`src/rtl/mc_ctrl.sv`:
```
// mc_ctrl: multi-cycle MIPS-subset control unit.
//   Walks the datapath through IF/ID/EX/MEM/WB and decodes Op/Funct into
//   write strobes and datapath selects. All control outputs are combinational
//   from state, Op, Funct, Zero and rst.
// Ports:
//   clk, rst (async, active-low)
//   Op, Funct  - instruction-register fields
//   Zero       - ALU zero flag (beq)
//   PCWrite, IRWrite, RegWrite, MemWrite - write strobes
//   EXTOp, ALUSrc, ALUOp, NPCOp, GPRSel, WDSel - datapath selects
//   state      - current FSM state
//   instr_done - retire pulse, identical to PCWrite
//   cyc_cnt, ret_cnt - performance counters
// Build option: define MC_CTRL_PERF_EN to build the cycle/retire counters;
//   without it both counter ports read constant 0 and carry no flops.
module mc_ctrl #(
  parameter int CNT_W = 32
) (
  input  logic             clk,
  input  logic             rst,
  input  logic [5:0]       Op,
  input  logic [5:0]       Funct,
  input  logic             Zero,
  output logic             PCWrite,
  output logic             IRWrite,
  output logic             RegWrite,
  output logic             MemWrite,
  output logic             EXTOp,
  output logic             ALUSrc,
  output logic [3:0]       ALUOp,
  output logic [3:0]       NPCOp,
  output logic [1:0]       GPRSel,
  output logic [1:0]       WDSel,
  output logic [2:0]       state,
  output logic             instr_done,
  output logic [CNT_W-1:0] cyc_cnt,
  output logic [CNT_W-1:0] ret_cnt
);

  typedef enum logic [2:0] {
    S_IF  = 3'd0,
    S_ID  = 3'd1,
    S_EX  = 3'd2,
    S_MEM = 3'd3,
    S_WB  = 3'd4
  } state_t;

  state_t state_q;

  // Instruction decode
  logic is_r, is_jr, is_j, is_jal, is_beq, is_addi, is_ori, is_lw, is_sw;
  logic supported;
  logic [3:0] alu_op_dec;

  assign is_r    = (Op == 6'b000000);
  assign is_jr   = is_r && (Funct == 6'b001000);
  assign is_j    = (Op == 6'b000010);
  assign is_jal  = (Op == 6'b000011);
  assign is_beq  = (Op == 6'b000100);
  assign is_addi = (Op == 6'b001000);
  assign is_ori  = (Op == 6'b001101);
  assign is_lw   = (Op == 6'b100011);
  assign is_sw   = (Op == 6'b101011);
  assign supported = is_r | is_j | is_jal | is_beq | is_addi | is_ori | is_lw | is_sw;

  always_comb begin
    alu_op_dec = 4'd0;
    if (is_r) begin
      case (Funct)
        6'b100000: alu_op_dec = 4'd1;
        6'b100010: alu_op_dec = 4'd2;
        6'b100100: alu_op_dec = 4'd3;
        6'b100101: alu_op_dec = 4'd4;
        6'b101010: alu_op_dec = 4'd5;
        6'b000000: alu_op_dec = 4'd6;
        6'b000010: alu_op_dec = 4'd7;
        default:   alu_op_dec = 4'd0;
      endcase
    end else if (is_addi || is_lw || is_sw) begin
      alu_op_dec = 4'd1;
    end else if (is_ori) begin
      alu_op_dec = 4'd4;
    end else if (is_beq) begin
      alu_op_dec = 4'd2;
    end
  end

  always_ff @(posedge clk or negedge rst) begin
    if (!rst) begin
      state_q <= S_IF;
    end else begin
      case (state_q)
        S_IF:    state_q <= S_ID;
        S_ID:    state_q <= (is_j || is_jal || !supported) ? S_IF : S_EX;
        S_EX: begin
          if (is_beq || is_jr)     state_q <= S_IF;
          else if (is_lw || is_sw) state_q <= S_MEM;
          else                     state_q <= S_WB;
        end
        S_MEM:   state_q <= is_lw ? S_WB : S_IF;
        S_WB:    state_q <= S_IF;
        default: state_q <= S_IF;
      endcase
    end
  end

  assign state = state_q;

  // rst gates every output so nothing strobes while the unit is held in reset,
  // even though the async reset already parks the state in IF.
  always_comb begin
    PCWrite  = 1'b0;
    IRWrite  = 1'b0;
    RegWrite = 1'b0;
    MemWrite = 1'b0;
    EXTOp    = 1'b0;
    ALUSrc   = 1'b0;
    ALUOp    = 4'd0;
    NPCOp    = 4'd0;
    GPRSel   = 2'd0;
    WDSel    = 2'd0;
    if (rst) begin
      // ALU selects are held from EX through WB so the ALU result stays valid
      // for address generation and write-back.
      if (state_q == S_EX || state_q == S_MEM || state_q == S_WB) begin
        ALUOp  = alu_op_dec;
        ALUSrc = is_addi | is_ori | is_lw;
        EXTOp  = is_addi | is_lw | is_sw | is_beq;
      end
      case (state_q)
        S_IF: IRWrite = 1'b1;
        S_ID: begin
          if (is_j || is_jal) begin
            PCWrite = 1'b1;
            NPCOp   = 4'd2;
            if (is_jal) begin
              RegWrite = 1'b1;
              GPRSel   = 2'd2;
              WDSel    = 2'd2;
            end
          end else if (!supported) begin
            PCWrite = 1'b1;
          end
        end
        S_EX: begin
          if (is_beq) begin
            PCWrite = 1'b1;
            NPCOp   = Zero ? 4'd1 : 4'd0;
          end else if (is_jr) begin
            PCWrite = 1'b1;
            NPCOp   = 4'd3;
          end
        end
        S_MEM: begin
          if (is_sw) begin
            MemWrite = 1'b1;
            PCWrite  = 1'b1;
          end
        end
        S_WB: begin
          RegWrite = 1'b1;
          PCWrite  = 1'b1;
          GPRSel   = (is_addi || is_ori || is_lw) ? 2'd1 : 2'd0;
          WDSel    = is_lw ? 2'd1 : 2'd0;
        end
        default: ;
      endcase
    end
  end

  assign instr_done = PCWrite;

`ifdef MC_CTRL_PERF_EN
  logic [CNT_W-1:0] cyc_cnt_q;
  logic [CNT_W-1:0] ret_cnt_q;
  localparam logic [CNT_W-1:0] ONE = {{(CNT_W-1){1'b0}}, 1'b1};

  always_ff @(posedge clk or negedge rst) begin
    if (!rst) begin
      cyc_cnt_q <= '0;
      ret_cnt_q <= '0;
    end else begin
      cyc_cnt_q <= cyc_cnt_q + ONE;
      if (instr_done) ret_cnt_q <= ret_cnt_q + ONE;
    end
  end

  assign cyc_cnt = cyc_cnt_q;
  assign ret_cnt = ret_cnt_q;
`else
  assign cyc_cnt = '0;
  assign ret_cnt = '0;
`endif

endmodule

```
`config.mk`:
```
export PLATFORM = sky130hd
export DESIGN_NAME = mc_ctrl
export DESIGN_NICKNAME = d
export VERILOG_FILES = /design/src/rtl/mc_ctrl.sv
export SDC_FILE = /design/constraint.sdc
export NUM_CORES = 1
export LEC_CHECK = 0
export BUFFER_PORTS_ARGS = -buffer_cell sky130_fd_sc_hd__buf_2
export CAP_MARGIN = 5
export CORE_ASPECT_RATIO = 0.5
export CORE_UTILIZATION = 39
export CTS_CLUSTER_SIZE = 20
export DETAILED_ROUTE_END_ITERATION = 12
export PLACE_DENSITY_LB_ADDON = 0.15
export SYNTH_ARGS = -nofsm -noshare
export SYNTH_HDL_FRONTEND = slang
export SYNTH_SLANG_ARGS = --single-unit
```
`constraint.sdc`:
```
create_clock -name clk -period 2.04 [get_ports clk]
set_input_delay 0.306 -clock clk [delete_from_list [all_inputs] [get_ports clk]]
set_output_delay 0.306 -clock clk [all_outputs]
set_load 0.01 [all_outputs]
```
## Yosys cells after proc, flatten, opt, wreduce, memory -nomap -nowiden

Index checks and enable logic that the tools add are counted.

| cells by class | value |
|---|---|
| equal/unequal tests | 18 |
| muxes and demuxes | 45 |
| bitwise operators | 12 |
| reductions and logical operators | 15 |

Operator list:

| kind | number |
|---|---|
| == test 6 bit (second input constant) | 7 |
| one-hot mux 3 bit (7 select lines) | 1 |
| two-way mux 1 bit | 20 |
| two-way mux 2 bit | 10 |
| == test 6 x 2 -> 1 bit (second input constant) | 3 |
| == test 6 x 4 -> 1 bit (second input constant) | 3 |
| two-way mux 3 bit | 5 |
| logical NOT 6 bit | 2 |
| two-way mux 4 bit | 3 |
| OR 1 bit | 12 |
| one-hot mux 2 bit (2 select lines) | 3 |
| one-hot mux 3 bit (4 select lines) | 1 |
| logical OR 1 bit | 10 |
| == test 3 x 2 -> 1 bit (second input constant) | 2 |
| == test 6 x 3 -> 1 bit (second input constant) | 1 |
| one-hot mux 1 bit (4 select lines) | 1 |
| == test 3 x 1 -> 1 bit (second input constant) | 1 |
| == test 3 bit (second input constant) | 1 |
| logical NOT 3 bit | 1 |
| one-hot mux 1 bit (2 select lines) | 1 |
| logical AND 1 bit | 1 |
| logical NOT 1 bit | 1 |

| storage, ports and cells | value |
|---|---|
| register bits | 3 |
| input port bits | 15 |
| output and inout bits | 86 |
| word-level logic and storage cells | 91 |

## Longest topological paths before layout

Gate-level depths: netlist of run 1.

| depth | value |
|---|---|
| depth after elaboration | 12 |
| mapped depth | 6 |
| gate-level depth less buffers | 4 |

## Worst setup path before layout of run 1

No wires, ideal clock.

| path | value |
|---|---|
| path kind | input port to output port |
| from | in Op[0] |
| to | out instr_done |
| arrival | 1.530 ns |
| required time | 1.734 ns |
| path slack | 0.204 ns |
| stages | 6 |
| path buffers | 2 |
| cell sequence | buf_6 or3_4 a21oi_2 nor3_1 o41a_1 buf_4 |

| on the way | value |
|---|---|
| word-level cells in the longest chain between the ends | 12 |

RTL lines:

| item | line | text |
|---|---|---|
| start: declaration | 21 | `input logic [5:0] Op,` |
| == test 6 x 2 -> 1 bit / logical NOT 6 bit (equally long branches) | 57, 55 |  |
| OR 1 bit (7 in series) | 64 | `assign supported = is_r \| is_j \| is_jal \| is_beq \| is_addi \| is_ori \| is_lw \| is_sw;` |
| two-way mux 1 bit | 141 | `end else if (!supported) begin` |
| two-way mux 1 bit | 133 | `if (is_j \|\| is_jal) begin` |
| one-hot mux 1 bit (4 select lines) * | 130 | `case (state_q)` |
| two-way mux 1 bit * | 122 | `if (rst) begin` |
| end: declaration | 35 | `output logic instr_done,` |

Every way passes the cells marked *; elsewhere a longest branch is shown, timed or not.

## Final worst setup path of run 1

| path | value |
|---|---|
| from | reg state_q[2] (netlist: state[2]) |
| to | out WDSel[1] |

| on the way | value |
|---|---|
| word-level cells in the longest chain between the ends | 3 |

RTL lines:

| item | line | text |
|---|---|---|
| start: declaration | 48 | `state_t state_q;` |
| start signal: assignment | 94 | `S_ID: state_q <= (is_j \|\| is_jal \|\| !supported) ? S_IF : S_EX;` |
| start signal: assignment | 100 | `S_MEM: state_q <= is_lw ? S_WB : S_IF;` |
| == test 3 bit / == test 3 x 1 -> 1 bit (equally long branches) | 130 |  |
| one-hot mux 2 bit (2 select lines) * | 130 |  |
| two-way mux 2 bit * | 122 |  |
| end: declaration | 33 | `output logic [1:0] WDSel,` |

Marked as above.

==> flow_summary.yaml, run 1 <==
yosys:
  netlist_area_sq_um: 1170
  ys_types: 43
  synth_seq_area_share: 0.0642
  yosysWarnings: 0
  synthCells: 162
  synth_edf_count: 0
  synth_top_flop_cell: "dfrtp_1"
  yosys_register_bits: 3
  ys_async_sr_fraction: 1.00
  syn_area_per_cell_sq_um: 7.22
cts:
  cts.sinks: 3
  cts-buffers-inserted: 3
  clock_latency_ns: 0.22
  cts-root-buf: "clkbuf_8"
  clk_pin_slew_ns: 0.03
  cts_hold_buffers: 0
  cts_tree: "yes"
  h-tree-depth: 1
  cts_buffer_depth: 2
drt:
  drt_iter0_markers: 39
  drt-pass1-iter-count: 4
  final_antenna_net_count: 0
  via_per_inst: 4.29
  wl_per_cell_microns: 10.1
  wl_microns: 2360
  drcViolationCount: 0
  vias: 1008
sta:
  setup_violations: 0
  layout_setup_ws_ns: 0.0231
  hold_viol_final: 0
  fmax_mhz: 496
  timing.final.crit_share: 0.989
  setup_tns_ns: 0
  rsz0062_at_grt: "true"
  slew_viol_final: 0
  min_period_ns: 2.02
  holdWs_ns: 0.0340
  fin_skew_ns: 0.00333
pwr:
  vdd_drop_max_uv: 177
  power-per-cell-area_nw_per_um2: 497
  total_leakage_power_uw: 0.000641
worst_setup_path:
  cp.arrival_ns: 1.71
  critPathMaxFanout: 6
  startpoint_type: "flop"
  crit_required_ns: 1.73
  crit_type: "reg -> out"
  endpoint_kind: "output port"
global_routing:
  grt_max_degree: 14
  grt_antenna_before_repair: 0
  grt_pass1_wl_microns: 3260
  grt-ovfl-total: 0
  grt_pass1_vias: 726
  track_usage: 0.133
placement:
  place_ws_ns: 0.158
  place_congestion: 0.758
  dpl.hpwl_microns: 1840
  dp.cells: 227
  portBuffers: 33
min_path:
  holdCritPathClass: "in -> async"
final_layout:
  synthToLayoutAreaGrowth_pct: 3.42
  largest_register_ffs: 3
  fin_nets: 214
  stdcell_count: 235
  nFillCells: 277
  diodes: 0
  drive_gt1_frac: 0.323
  final_core_util: 0.445
job:
  cap_violations: 0
floorplanning:
  initial_core_util: 0.431
  fp.dieH_microns: 40.7
  design.core.area_sq_um: 2720
  row_count: 13
  dieArea_sq_um: 3240
  io-pin-count: 101
  die_width_microns: 79.5
outcome:
  outcome: "completed"
[worst paths after layout]
check                         start        to  slack [ns]  cells after the start
min                             rst  state[1]        0.03                      2
max                        state[2]  WDSel[1]        0.02                      4
max in group asynchronous       rst  state[0]        1.86                      2
min reg2reg                state[2]  state[1]        0.62                      2
max reg2reg                state[1]  state[1]        0.92                      4
min in group clk              Op[4]  state[1]        0.35                      2
[cell type report]
class / count / area, sq um / area share
Sequential cell: 3 / 78.8 / 0.0651
Multi-Input combinational cell: 149 / 811 / 0.670
Clock buffer: 4 / 45.0 / 0.0372
Tap cell: 37 / 46.3 / 0.0383
Inverter: 2 / 7.51 / 0.00620
Timing Repair Buffer: 40 / 221 / 0.183
[through the flow]
step / power (uW) / area [sq um]
floorplan: 403 / 1420
detailed placement: 376 / 1100
global route: 656 / 1210
global placement: 380 / 1100
finish: 602 / 1210
CTS: 564 / 1150
[cells in the mapped netlist, types with 2 or more instances]
cell type,instances,area (sq um)
buf_4,69,518
nor2_1,11,41.3
a21oi_1,8,40.0
nand2_1,6,22.5
buf_2,4,20.0
nand3_1,4,20.0
nor3_1,4,20.0
a211oi_1,3,22.5
dfrtp_1,3,75.1
o21ai_0,3,15.0
or2_2,3,18.8
and2_1,2,12.5
and2b_1,2,15.0
and3_1,2,12.5
inv_1,2,7.51
nand2b_1,2,12.5
nor2b_1,2,12.5
nor3_2,2,20.0
nor4b_1,2,17.5
or3_1,2,12.5
or3_4,2,22.5
xnor2_1,2,17.5
xor2_1,2,17.5
[per-layer routing]
layer / vias up / GRT usage / wire, microns
met2: 75 / 0.233 / 1080
met1: 448 / 0.175 / 1080
li1: 485 / - / -
met3: 0 / 0.0244 / 203
met4: 0 / 0.0364 / 0
met5: - / 0 / 0
[kinds of logic (layout without fill, tap and decap cells)]
kind of cell	after synthesis	in the layout	share of synthesized area
AO/OA/AOI/OAI	21	21	0.118
XOR/XNOR	4	4	0.0300
buffers and inverters	76	46	0.476
flip-flops	3	3	0.0642
other	1	67	0.00321
AND/OR/NAND/NOR	57	57	0.309
[where the power goes]
part | switching (uW) | total [uW] | internal, uW
Combinational | 206 | 327 | 121
Sequential | 24.1 | 99.6 | 75.5
Clock | 41.5 | 175 | 133
Total | 272 | 602 | 330
[layout by cell type, fill, tap and decap left out, types with 3 or more instances in the layout]
cell	netlist	final
a21oi_1	8	8
buf_2	4	32
buf_4	69	6
clkbuf_8	0	3
conb_1	1	67
dfrtp_2	0	3
nand2_1	6	6
nand3_1	4	4
nor2_1	11	11
nor3_1	4	4
or2_2	3	3
[critical path, stage by stage, from the launching register on]
cell and delay (ns):
dfrtp_2 0.43, or3b_4 0.43, nor3_4 0.22, and4_2 0.27, buf_2 0.13
[what timing repair did]
action | CTS | global route
endpoints found under the setup margin | 4 | 9
pin swaps | 0 | 5
gates cloned | 0 | 0
gates resized for setup | 2 | 10
setup buffers | 0 | 4
endpoints found under the hold margin | 0 | 0
No activity file was read; power rests on OpenSTA's default activity.
==> run 2: changes to the inputs <==
--- a/config.mk
+++ b/config.mk
@@ -8,10 +8,10 @@
 export BUFFER_PORTS_ARGS = -buffer_cell sky130_fd_sc_hd__buf_2
 export CAP_MARGIN = 5
 export CORE_ASPECT_RATIO = 0.5
-export CORE_UTILIZATION = 39
+export CORE_UTILIZATION = 40
 export CTS_CLUSTER_SIZE = 20
 export DETAILED_ROUTE_END_ITERATION = 12
-export PLACE_DENSITY_LB_ADDON = 0.15
+export PLACE_DENSITY = 0.8
 export SYNTH_ARGS = -nofsm -noshare
 export SYNTH_HDL_FRONTEND = slang
 export SYNTH_SLANG_ARGS = --single-unit
==> constraint.sdc (replaced) <==
create_clock -name clk -period 2.6 [get_ports clk]
set_input_delay 0.39 -clock clk [delete_from_list [all_inputs] [get_ports clk]]
set_output_delay 0.39 -clock clk [all_outputs]
set_load 0.01 [all_outputs]
==> flow_summary.yaml, run 2 (synthesized netlist as in run 1, its figures left out) <==
sta:
  hold_viol_final: 0
  timing.final.crit_share: 0.832
  fin_skew_ns: 0.00324
  setup_violations: 0
  fmax_mhz: 463
  setup_tns_ns: 0
  min_period_ns: 2.16
  slew_viol_final: 0
  rsz0062_at_grt: "false"
placement:
  dpl.hpwl_microns: 1600
  place_congestion: 0.776
  portBuffers: 33
cts:
  clk_pin_slew_ns: 0.03
  cts_tree: "yes"
  cts-buffers-inserted: 3
  cts.sinks: 3
  cts_setup_buffers: 0
  h-tree-depth: 1
  cts_hold_buffers: 0
  cts_buffer_depth: 2
  clock_latency_ns: 0.22
  cts-root-buf: "clkbuf_8"
  post_cts_resized: 0
final_layout:
  diodes: 0
  final_core_util: 0.419
  fin_nets: 207
  largest_register_ffs: 3
  final_cell_mix: "conb_1, buf_2, nor2_1, a21oi_1, nand2_1"
  synthToLayoutAreaGrowth_pct: -3.85
  final_common_cell: "conb_1"
  drive_gt1_frac: 0.257
global_routing:
  grt-ovfl-total: 0
  grt_max_degree: 14
  track_usage: 0.116
  grt_antenna_before_repair: 0
  grt_pass1_wl_microns: 2880
  grt_pass1_vias: 653
outcome:
  outcome: "completed"
drt:
  wl_met1_microns: 785
  highest_layer: "met3"
  met2_length_microns: 943
  drt_iter0_markers: 43
  final_antenna_net_count: 0
  met3WireLength_microns: 213
  drt-pass1-iter-count: 4
  drcViolationCount: 0
  vias: 968
  via_per_inst: 4.25
  wl_microns: 1940
  wl_per_cell_microns: 8.52
pwr:
  p_sw_uw: 191
  clkPwrFrac: 0.319
  pwr-share-seq: 0.192
  power-per-cell-area_nw_per_um2: 379
  total_leakage_power_uw: 0.000603
  cellInternalPower_uw: 235
  vdd_drop_max_uv: 170
  sw_frac_of_total: 0.449
  p_comb_frac: 0.489
worst_setup_path:
  endpoint_kind: "output port"
  startpoint_type: "flop"
  critPathMaxFanout: 11
  reg2regPathDepth: 4
  crit_type: "reg -> out"
  crit_required_ns: 2.21
  cp.arrival_ns: 1.77
floorplanning:
  io-pin-count: 101
  fp.dieH_microns: 40.2
  dieArea_sq_um: 3160
  design.core.area_sq_um: 2680
  die_width_microns: 78.5
  initial_core_util: 0.436
  row_count: 13
job:
  cap_violations: 0
min_path:
  holdCritPathClass: "in -> async"
run 2: changes by cell type in the layout (fill, tap and decap cells not counted), sizes merged:
cell	previous run	this run
buf	39	33
clkbuf	5	4
run 2: layer usage:
layer	global-route usage	vias to the layer above
li1	-	467
met2	0.221	72
met5	0	-
met3	0.0250	0
met1	0.144	429
met4	0.0139	0
run 2: layout make-up:
type,count,area (sq um)
Clock buffer,4,45.0
Fill cell,254,1560
Inverter,2,7.51
Multi-Input combinational cell,149,786
Sequential cell,3,75.1
Tap cell,37,46.3
Timing Repair Buffer,33,165
run 2: final timing paths:
check	startpoint	to	slack (ns)
max in group asynchronous	rst	state[2]	2.40
min	rst	state[1]	0.02
max reg2reg	state[0]	state[1]	1.45
min in group clk	Op[4]	state[1]	0.44
min reg2reg	state[2]	state[1]	0.60
max	state[1]	ALUOp[2]	0.44
run 2: critical path, cell delays in order, from the launching register on:
cell	delay, ns
dfrtp_1	0.48
nor3b_2	0.28
o21ai_0	0.14
or2_4	0.27
a211oi_1	0.21
buf_2	0.16
run 2: power groups by stage:
stage | clock network (uW) | logic [uW] | registers, uW
6_report | 136 | 208 | 81.9
3_5_place_dp | 0 | 206 | 81.3
5_1_grt | 144 | 234 | 85.8
2_1_floorplan | 0 | 248 | 68.3
3_3_place_gp | 0 | 204 | 82.0
4_1_cts | 140 | 207 | 80.9
run 2: through the flow:
step / hold slack [ns] / cells / cell area [sq um] / power (uW) / setup WS [ns]
2_1_floorplan: 0.0944 / 228 / 1420 / 316 / 0.596
3_3_place_gp: 0.242 / 224 / 1080 / 286 / 0.573
3_5_place_dp: 0.244 / 224 / 1080 / 287 / 0.556
4_1_cts: 0.0128 / 228 / 1120 / 427 / 0.421
5_1_grt: 0.0255 / 228 / 1120 / 464 / 0.265
6_report: 0.0191 / 228 / 1120 / 426 / 0.438
